--- src/rtl/pc_fetch_unit.sv ---
// Program counter and instruction-fetch stage: issues word fetches over a req/ready
// handshake, presents instr/pc/pc+4 downstream, and absorbs redirects at any time.
module pc_fetch_unit #(
  parameter int unsigned          XLEN      = 32,
  parameter logic [XLEN-1:0]      RESET_PC  = 32'h0000_0000,
  parameter logic [31:0]          NOP_INSTR = 32'h0000_0013
) (
  input  logic            clk,
  input  logic            rst,
  input  logic            redirect_valid,
  input  logic [XLEN-1:0] redirect_target,
  output logic            imem_req,
  output logic [XLEN-1:0] imem_addr,
  input  logic            imem_ready,
  input  logic [31:0]     imem_rdata,
  output logic            instr_valid,
  input  logic            instr_ready,
  output logic [31:0]     instr,
  output logic [XLEN-1:0] instr_pc,
  output logic [XLEN-1:0] instr_pc_plus4,
  output logic            misalign_err
);

  typedef enum logic [1:0] {IDLE, FETCH, HOLD, DRAIN} state_t;

  state_t            state, state_next;
  logic [XLEN-1:0]   pc, pc_next;
  logic [XLEN-1:0]   pend_pc, pend_pc_next;
  logic              instr_valid_next;
  logic [31:0]       instr_next;
  logic [XLEN-1:0]   instr_pc_next, instr_pc_plus4_next;
  logic              misalign_next;
  logic              slot_free;
  logic [XLEN-1:0]   aligned_target;

  // A fetch is only issued when the output slot can take its result next cycle.
  assign slot_free      = !instr_valid || instr_ready;
  assign imem_req       = ((state == FETCH) && slot_free) || (state == DRAIN);
  assign imem_addr      = pc;
  assign aligned_target = {redirect_target[XLEN-1:2], 2'b00};

  // Next-state, next-pc and output-slot decode.
  always_comb begin
    state_next          = state;
    pc_next             = pc;
    pend_pc_next        = pend_pc;
    instr_valid_next    = instr_valid;
    instr_next          = instr;
    instr_pc_next       = instr_pc;
    instr_pc_plus4_next = instr_pc_plus4;
    misalign_next       = 1'b0;
    case (state)
      IDLE: begin
        state_next = FETCH;
      end
      FETCH: begin
        if (redirect_valid) begin
          misalign_next    = (redirect_target[1:0] != 2'b00);
          instr_valid_next = 1'b0;
          if (imem_req && !imem_ready) begin
            pend_pc_next = aligned_target;
            state_next   = DRAIN;
          end else begin
            pc_next    = aligned_target;
            state_next = FETCH;
          end
        end else if (!imem_req) begin
          state_next = HOLD;
        end else if (imem_ready) begin
          instr_next          = imem_rdata;
          instr_pc_next       = pc;
          instr_pc_plus4_next = pc + XLEN'(4);
          instr_valid_next    = 1'b1;
          pc_next             = pc + XLEN'(4);
          state_next          = FETCH;
        end else if (instr_ready) begin
          instr_valid_next = 1'b0;
        end else begin
          state_next = FETCH;
        end
      end
      HOLD: begin
        if (redirect_valid) begin
          misalign_next    = (redirect_target[1:0] != 2'b00);
          instr_valid_next = 1'b0;
          pc_next          = aligned_target;
          state_next       = FETCH;
        end else if (instr_ready) begin
          instr_valid_next = 1'b0;
          state_next       = FETCH;
        end else begin
          state_next = HOLD;
        end
      end
      DRAIN: begin
        // The wrong-path response is dropped; the latest redirect target wins.
        if (redirect_valid) begin
          misalign_next = (redirect_target[1:0] != 2'b00);
          if (imem_ready) begin
            pc_next    = aligned_target;
            state_next = FETCH;
          end else begin
            pend_pc_next = aligned_target;
          end
        end else if (imem_ready) begin
          pc_next    = pend_pc;
          state_next = FETCH;
        end else begin
          state_next = DRAIN;
        end
      end
      default: begin
        state_next = IDLE;
      end
    endcase
  end

  // State and registered-output update with synchronous reset.
  always_ff @(posedge clk) begin
    if (rst) begin
      state          <= IDLE;
      pc             <= RESET_PC;
      pend_pc        <= '0;
      instr_valid    <= 1'b0;
      instr          <= NOP_INSTR;
      instr_pc       <= '0;
      instr_pc_plus4 <= '0;
      misalign_err   <= 1'b0;
    end else begin
      state          <= state_next;
      pc             <= pc_next;
      pend_pc        <= pend_pc_next;
      instr_valid    <= instr_valid_next;
      instr          <= instr_next;
      instr_pc       <= instr_pc_next;
      instr_pc_plus4 <= instr_pc_plus4_next;
      misalign_err   <= misalign_next;
    end
  end

endmodule

--- config.mk ---
export PLATFORM = sky130hd
export DESIGN_NAME = pc_fetch_unit
export DESIGN_NICKNAME = d
export VERILOG_FILES = /design/src/rtl/pc_fetch_unit.sv
export SDC_FILE = /design/constraint.sdc
export NUM_CORES = 1
export LEC_CHECK = 0
export BUFFER_PORTS_ARGS = -buffer_cell sky130_fd_sc_hd__buf_4
export CAP_MARGIN = 20
export CORE_ASPECT_RATIO = 1.2
export CORE_UTILIZATION = 48
export CTS_BUF_LIST = sky130_fd_sc_hd__clkbuf_8 sky130_fd_sc_hd__clkbuf_16
export DETAILED_ROUTE_END_ITERATION = 6
export PLACE_DENSITY_LB_ADDON = 0.12
export SYNTH_ARGS = -nofsm -noshare
export SYNTH_HDL_FRONTEND = slang
export SYNTH_SLANG_ARGS = --single-unit
--- constraint.sdc ---
create_clock -name clk -period 2.1 [get_ports clk]
set_input_delay 0.42 -clock clk [delete_from_list [all_inputs] [get_ports clk]]
set_output_delay 0.42 -clock clk [all_outputs]
set_load 0.03 [all_outputs]
After elaboration in Yosys (flattened, before gate mapping)
Index checks and enable logic that the tools add are counted.

Register bits: 164. Input port bits: 69. Output and inout bits: 131. Word-level logic and storage cells: 74.

$add $sub $neg: 1. Eq/ne operators: 14. Mux-type cells: 31. Bitwise operators: 2. Reduce and logical (&&, ||, !) cells: 18.

Operator list (number): 2-to-1 mux 32 bit (12); case mux 32 bit (3 select lines) (1); case mux 32 bit (2 select lines) (1); adder 32 x 3 -> 32 bit, second input constant (1); 2-to-1 mux 2 bit (10); inequality test 3 bit, second input constant (4); inequality test 2 bit, second input constant (5); case mux 2 bit (4 select lines) (1); AND reduction 6 bit (1); nonzero test 2 bit (3); OR reduction 3 bit (2); 2-to-1 mux 1 bit (5); inequality test 5 bit, second input constant (1); AND reduction 5 bit (1); == test 2 bit, second input constant (2); AND reduction 2 bit (2); AND reduction 4 bit (1); nonzero test 3 bit (1); == test 2 x 1 -> 1 bit, second input constant (1); logical AND 1 bit (2); zero test 1 bit (2); zero test 2 bit (1); logical OR 1 bit (2); inequality test 2 x 1 -> 1 bit, second input constant (1); other kinds (2) (3).

Longest topological paths before layout
Gate-level depths: netlist (run 1).

Depth in word-level cells: 8. Mapped depth: 8. Depth with buffers taken out: 6.

Least setup slack after synthesis (run 1)
No wires, ideal clock.

Kind: reg2reg. Start point: reg instr_valid. End point: reg pc[16] (netlist: imem_addr[16]). Setup time: 0.117 ns. Arrival time: 2.182 ns. Data required time: 1.983 ns. Setup slack: -0.199 ns. Stages on the path, launching flop included: 7. Buffers on the path: 1. Period minus slack after synthesis: 2.299 ns. Cells stage by stage: dfxtp_1 > nor2b_1 > mux2_2 > a21oi_1 > clkbuf_1 > a21oi_1 > o22a_1.

Word-level cells in the longest chain between the ends: 7. Elaborated cells between the ends (all ways): 8. Those cells by class: eq/ne: 2; reduce/logical: 6.

RTL lines: start, declared (RTL line 16) `output logic instr_valid,`; start signal, assigned (RTL line 133) `instr_valid <= instr_valid_next;`; zero test 1 bit * (RTL line 37) `assign slot_free = !instr_valid || instr_ready;`; logical OR 1 bit * (RTL line 37); logical AND 1 bit * (RTL line 38) `assign imem_req = ((state == FETCH) && slot_free) || (state == DRAIN);`; logical OR 1 bit * (RTL line 38); logical AND 1 bit (RTL line 60) `if (imem_req && !imem_ready) begin`; inequality test 3 bit (no source line); AND reduction 6 bit (no source line) *; end signal, assigned (RTL line 131) `pc <= pc_next;`; end, declared (RTL line 27) `logic [XLEN-1:0] pc, pc_next;`.

Mark *: on every way between the ends. The rest lies on a longest branch, timed or not. A chain may end at the register's enable or synchronous reset.

Worst setup path after layout (run 1)
Start point: reg state[1]. End point: out imem_req.

Word-level cells in the longest chain between the ends: 3. Elaborated cells between the ends (all ways): 4. Those cells by class: eq/ne: 2; reduce/logical: 2.

RTL lines: start, declared (RTL line 26) `state_t state, state_next;`; start signal, assigned (RTL line 130) `state <= state_next;`; == test 2 x 1 -> 1 bit (RTL line 38); logical AND 1 bit (RTL line 38); logical OR 1 bit * (RTL line 38); end, declared (RTL line 12) `output logic imem_req,`.

Marks and branches as above.

==> impl_metrics.csv, run 1 <==
group,metric,value,unit
power,ir_drop,0.0006474,V
logic_synthesis,postSynthAreaPerCell,7.898,µm²
floorplan,num_io_pins,200,
routing,ant_nets,0,
logic_synthesis,synthCells,921,
timing,grt_setup_unrepaired,"no",
critical_path,required,1680,ps
final_layout,fillers,1286,
power,finalPower,7.561,mW
power,p_clk_frac,0.409,
critical_path,r2r-start,"state[1]",
logic_synthesis,synth_top_area_frac,0.4293,
worst_hold_path,min-delay-start,"imem_rdata[1]",
floorplan,std_cell_rows,48,
logic_synthesis,synth_area,0.007274,mm²
timing,clock_skew,6.123,ps
timing,maxSlewViolCount,0,
cts,cts_setup_buffers,0,
routing,vias_per_cell,5.406,
power,p_leak,4.199,nW
critical_path,critPathTopFamily,"buffers and inverters",
run_status,outcome,"completed",
timing,timing.final.crit_share,0.9706,
cts,clk_pin_slew,60,ps
logic_synthesis,synth-edff-count,0,
timing,finalSetupViolCount,0,
logic_synthesis,ys_types,65,
critical_path,critPathMaxFanout,33,
logic_synthesis,yosysWarnings,0,
grt,grt_pass1_vias,6415,
cts,clockRootBuffer,"clkbuf_16",
logic_synthesis,async_flop_share,0,
timing,max_freq,0.4906,GHz
logic_synthesis,synth_most_common_cell,"nand2_1",
routing,vias,7152,
cts,clockBufferDepth,2,
critical_path,end_kind,"primary output",
place,gp_congestion,0.8449,
power,pwr-share-comb,0.171,
final_layout,diodes,0,
critical_path,crit_chain,"buf_6 -> nand2b_1 -> o21a_1 -> buf_4",
grt,grt_use_total,0.2693,
grt,grt_max_degree,56,
logic_synthesis,synth_top_flop_cell,"dfxtp_1",
logic_synthesis,synth_top_cell_by_area,"dfxtp_1",
final_layout,drive_gt1_frac,0.2876,
routing,route.detailed.drc,0,
cts,htree_levels,4,
logic_synthesis,ys_top_cells_by_count,"nand2_1, dfxtp_1, a21oi_1",
logic_synthesis,seq_area_frac_synth,0.4293,
power,pwr-share-seq,0.420,
place,preCtsSetupSlack,6.413,ps
critical_path,timing.critical_path.buf_inv,2,
floorplan,core,0.01459,mm²
critical_path,arrival,1620,ps
routing,routedWlPerCell,15.82,µm
timing,setup_ws,61.70,ps
cts,clock_latency,430,ps
timing,finalHoldViolCount,0,
cts,clock-sinks,156,
floorplan,die_w,114.4,µm
critical_path,worst_path_largest_cell_delay,430,ps
place,port_buffers,193,
logic_synthesis,ys_seq_elements,156,
cts,cts_tree,"built",
power,intPower,5.540,mW
routing,firstDrtPassIters,5,
place,place_hpwl,14560,µm
power,netSwitchingFraction,0.2672,
logic_synthesis,synth_area_leaders,"dfxtp_1, nand2_1, a21oi_1, mux2i_1, nor2_1",
floorplan,start_util,0.4985,
floorplan,dieArea,0.01565,mm²
final_layout,syn_to_final_growth,35.35,%
grt,overflow,0,
power,switchingPower,2.021,mW
routing,wl,20930,µm
cts,hold_buffers,0,
cts,cts_inserted_buffers,17,
job,drv_cap,0,
timing,min_period,2038,ps
floorplan,die_h,136.9,µm
grt,grt_pass1_wl,32830,µm
grt,antenna_found_initial,0,
routing,drt_iter0_drc,642,
power,power_density,767.9,mW/mm²
critical_path,crit_type,"reg -> out",
final_layout,final_nets,1184,
critical_path,slowest_stage,"dfxtp_1",
critical_path,crit_start,"state[1]",
critical_path,cp-start-kind,"register",
worst_hold_path,hold_class,"in -> reg",
-- power groups by stage --
stage | clock (mW) | sequential [mW] | combinational, mW
3_5_place_dp | 0 | 3.24 | 1.28
4_1_cts | 3.14 | 3.18 | 1.29
2_1_floorplan | 0 | 3.44 | 0.562
6_report | 3.09 | 3.18 | 1.29
5_1_grt | 3.27 | 3.19 | 1.38
3_3_place_gp | 0 | 3.24 | 1.27
-- path summary, 6_finish.rpt --
path / cells past startpoint / slack (ps) / end
worst max register to register: 5 / 140 / imem_addr[22]
worst max-delay path: 4 / 60 / imem_req
worst min register to register: 2 / 450 / instr[2]
worst min-delay path: 3 / 200 / instr[1]
-- registers in the layout, indices dropped and copies added (netlist names) --
signal and count:
instr_pc_plus4 30, state 2, instr_pc 30, instr 32, imem_addr 30, pend_pc 30, misalign_err 1, instr_valid 1
-- worst reg2reg max path, stage by stage (launching register included) --
cell and delay [ps]:
dfxtp_1 360, or2_2 330, or3_2 610, nor3_1 320, buf_4 180, nor4_2 40
-- layout make-up --
class | instances | area [µm²] | share of cell area
multi-input cells | 659 | 3736 | 0.3795
clock buffers | 20 | 466.7 | 0.04740
inverters | 22 | 82.58 | 0.008387
well taps | 200 | 250.2 | 0.02542
clock inverters | 8 | 118.9 | 0.01207
flip-flops and latches | 156 | 3151 | 0.3200
repair buffers | 258 | 2041 | 0.2073
-- metal layers --
metal,global-route usage,share of wire,vias up
li1,-,-,3566
met1,0.3563,0.45,3271
met2,0.4259,0.46,280
met3,0.06820,0.073,35
met4,0.09380,0.018,0
met5,0,0,-
-- what timing repair did --
action                                 CTS  global route
gates cloned                             0             0
pin swaps                                0             1
endpoints found under the hold margin    0             0
setup endpoints to repair                1             2
resized for setup                        1             2
-- cell families after synthesis --
family | count (synthesis) | synth area share
AO/OA/AOI/OAI | 226 | 0.1899
XOR/XNOR | 25 | 0.03010
AND/OR/NAND/NOR | 354 | 0.2196
adder cells (fa/ha/maj) | 1 | 0.001720
other | 1 | 0.0005155
buffers and inverters | 111 | 0.06330
multiplexers | 47 | 0.06553
flip-flops | 156 | 0.4293
-- placed cells by master (no fill, tap or decap), types with 4 or more instances in the layout --
master     synthesis  routed
a22o_1             8       8
o32ai_1            4       4
mux2i_1           42      42
and2_1             4       4
o22ai_1           22      22
xnor2_1           12      12
nand3_1           20      20
a22oi_1            6       6
nor2b_1            6       5
and4_1             5       5
conb_1             1       6
buf_4              6     249
nor3_1            16      16
nand2_1          182     182
mux2_2             5       5
xor2_1            13      13
a211oi_1          15      15
nand2b_1           6       6
nor3b_1            7       7
nand4_1           11      11
inv_1             21      21
nor2_1            72      72
dfxtp_1          156     140
o21ai_0           38      38
clkinv_2           0       4
nor4_1             7       5
a21oi_1           99      98
buf_12             0       8
clkbuf_16          0      17
dfxtp_2            0      13
-- per-stage QoR --
step                cells  utilization  hold WS [ps]  area, µm²  TNS, ps
floorplan             926            -         454.3       7346   -20.87
global placement     1295       0.6334         442.0       9244        0
detailed placement   1295       0.6334         446.6       9244        0
CTS                  1323       0.6738         191.4       9833        0
global route         1323       0.6746         199.1       9846        0
finish               1323       0.6746         204.8       9846        0
No activity file was read; power rests on OpenSTA's default activity.
==> inputs of run 2 (changes only) <==
REMOVE_ABC_BUFFERS = 1   (was unset)
==> impl_metrics.csv, run 2 (synthesis results as in run 1) <==
group,metric,value,unit
run_status,outcome,"completed",
power,power_density,773.0,mW/mm²
cts,clockBufferDepth,2,
routing,drt_iter0_drc,456,
critical_path,crit_type,"reg -> reg",
floorplan,start_util,0.4985,
final_layout,final_nets,1192,
place,port_buffers,193,
floorplan,die_w,114.4,µm
cts,clockRootBuffer,"clkbuf_16",
floorplan,dieArea,0.01565,mm²
timing,grt_setup_unrepaired,"no",
final_layout,regArea,0.003124,mm²
routing,routedWlPerCell,15.17,µm
floorplan,std_cell_rows,48,
final_layout,layout_commonest_cell,"buf_4",
cts,htree_levels,4,
final_layout,fin_area,0.009876,mm²
floorplan,core,0.01459,mm²
grt,grt_pass1_vias,6340,
routing,vias,7181,
routing,firstDrtPassIters,5,
cts,clock_latency,420,ps
floorplan,num_io_pins,200,
final_layout,postLayoutCoreUtil,0.6767,
final_layout,drive_gt1_frac,0.2740,
place,place_hpwl,14340,µm
timing,finalHoldViolCount,0,
timing,maxSlewHeadroom,0.6021,
routing,wl_met1,9066,µm
worst_hold_path,min-delay-start,"imem_rdata[0]",
routing,vias_per_cell,5.379,
critical_path,cp-start-kind,"register",
critical_path,slowest_stage,"or4_4",
cts,cts_tree,"built",
critical_path,r2r-start,"imem_addr[12]",
grt,grt_pass1_wl,32070,µm
timing,worst_pin_slew,591.5,ps
timing,min_period,2007,ps
routing,wl,20250,µm
final_layout,syn_to_final_growth,35.76,%
routing,ant_nets,0,
worst_hold_path,hold_class,"in -> reg",
critical_path,r2r_cells,5,
final_layout,top_register,"instr",
grt,grt_use_total,0.2623,
grt,overflow,0,
critical_path,crit_chain,"nand4_4 -> or4_4 -> or3_1 -> o311a_1 -> o31ai_2",
routing,route.met2.wl,9476,µm
timing,finalSetupViolCount,0,
job,drv_cap,0,
final_layout,fillers,1267,
floorplan,die_h,136.9,µm
critical_path,end_kind,"register",
final_layout,largest_reg_flops,32,
routing,route.detailed.drc,0,
worst_hold_path,hold_depth,3,
timing,max_freq,0.4983,GHz
power,p_leak,4.256,nW
worst_hold_path,whs_endpoint,"instr[0]",
cts,clk_pin_slew,60,ps
critical_path,required,2440,ps
critical_path,r2r_end,"imem_addr[26]",
critical_path,critPathMaxFanout,5,
critical_path,r2r_slack,90,ps
power,ir_drop,0.0005070,V
final_layout,multi_input_area,0.003717,mm²
place,place_area,0.009259,mm²
routing,highest_layer,"met4",
final_layout,most-common-layout-cells,"buf_4, nand2_1, dfxtp_1",
cts,clock-sinks,156,
timing,clock_skew,9.709,ps
timing,timing.final.crit_share,0.9556,
grt,antenna_found_initial,0,
place,gp_congestion,0.8392,
cts,cts_inserted_buffers,17,
critical_path,worst_path_largest_cell_delay,590,ps
critical_path,arrival,2340,ps
routing,dr_wl_met3,1328,µm
grt,grt_max_degree,60,
cts,cts_setup_buffers,0,
final_layout,diodes,0,
critical_path,timing.critical_path.buf_inv,0,
critical_path,critPathTopFamily,"simple AND/OR/NAND/NOR gates",
timing,maxSlewViolCount,0,
run 2: cell count changes in the layout (fill, tap and decap cells not counted), sizes merged:
cell / before / now
buf: 258 / 266
clkinv: 6 / 3
inv: 21 / 26
clkbuf: 20 / 22
run 2: layout make-up:
type,instances,area share
flip-flops and latches,156,0.3164
multi-input cells,659,0.3764
well taps,200,0.02534
repair buffers,266,0.2111
inverters,22,0.008362
clock inverters,10,0.01242
clock buffers,22,0.05004
run 2: worst max-delay path by stage:
stage | startpoint | endpoint | slack, ps | cells past startpoint
after detailed placement | imem_addr[12] | imem_addr[26] | 100 | 5
final | imem_addr[12] | imem_addr[26] | 90 | 5
after global routing | imem_addr[11] | imem_addr[26] | 10 | 5
after floorplan | state[0] | imem_addr[31] | -3190 | 5
after CTS | imem_addr[12] | imem_addr[26] | 80 | 5
after global placement | redirect_valid | imem_addr[17] | 130 | 7
run 2: worst min-delay path: cells and delay by family:
kind | cells | cell delay [ps]
AND/OR/NAND/NOR | 2 | 100
buffers and inverters | 1 | 80
run 2: per-stage QoR:
| step | setup WS [ps] | total power, mW | setup TNS (ps) | std cells | hold WS (ps) |
|---|---|---|---|---|---|
| 2_1_floorplan | -3189 | 3.905 | -324450 | 837 | 454.3 |
| 3_3_place_gp | 131.8 | 4.506 | 0 | 1303 | 442.5 |
| 3_5_place_dp | 100.0 | 4.518 | 0 | 1303 | 447.2 |
| 4_1_cts | 81.78 | 7.698 | 0 | 1335 | 187.4 |
| 5_1_grt | 12.64 | 7.929 | 0 | 1335 | 208.9 |
| 6_report | 93.17 | 7.634 | 0 | 1335 | 211.0 |
run 2: where the power goes:
part	internal (mW)	switching, mW	total [mW]
registers	3.09	0.0775	3.17
logic	0.528	0.766	1.29
clock network	2.01	1.17	3.18
run 2: layer usage:
layer  vias to the layer above  GRT usage
li1                       3596          -
met1                      3312     0.3393
met5                         -          0
met2                       244     0.4286
met3                        29    0.05846
met4                         0    0.09452
run 2: repair_timing:
item                                    in CTS  in global routing
resized for setup                            0                  1
endpoints found under the setup margin       0                  1
hold buffers                                 0                  0
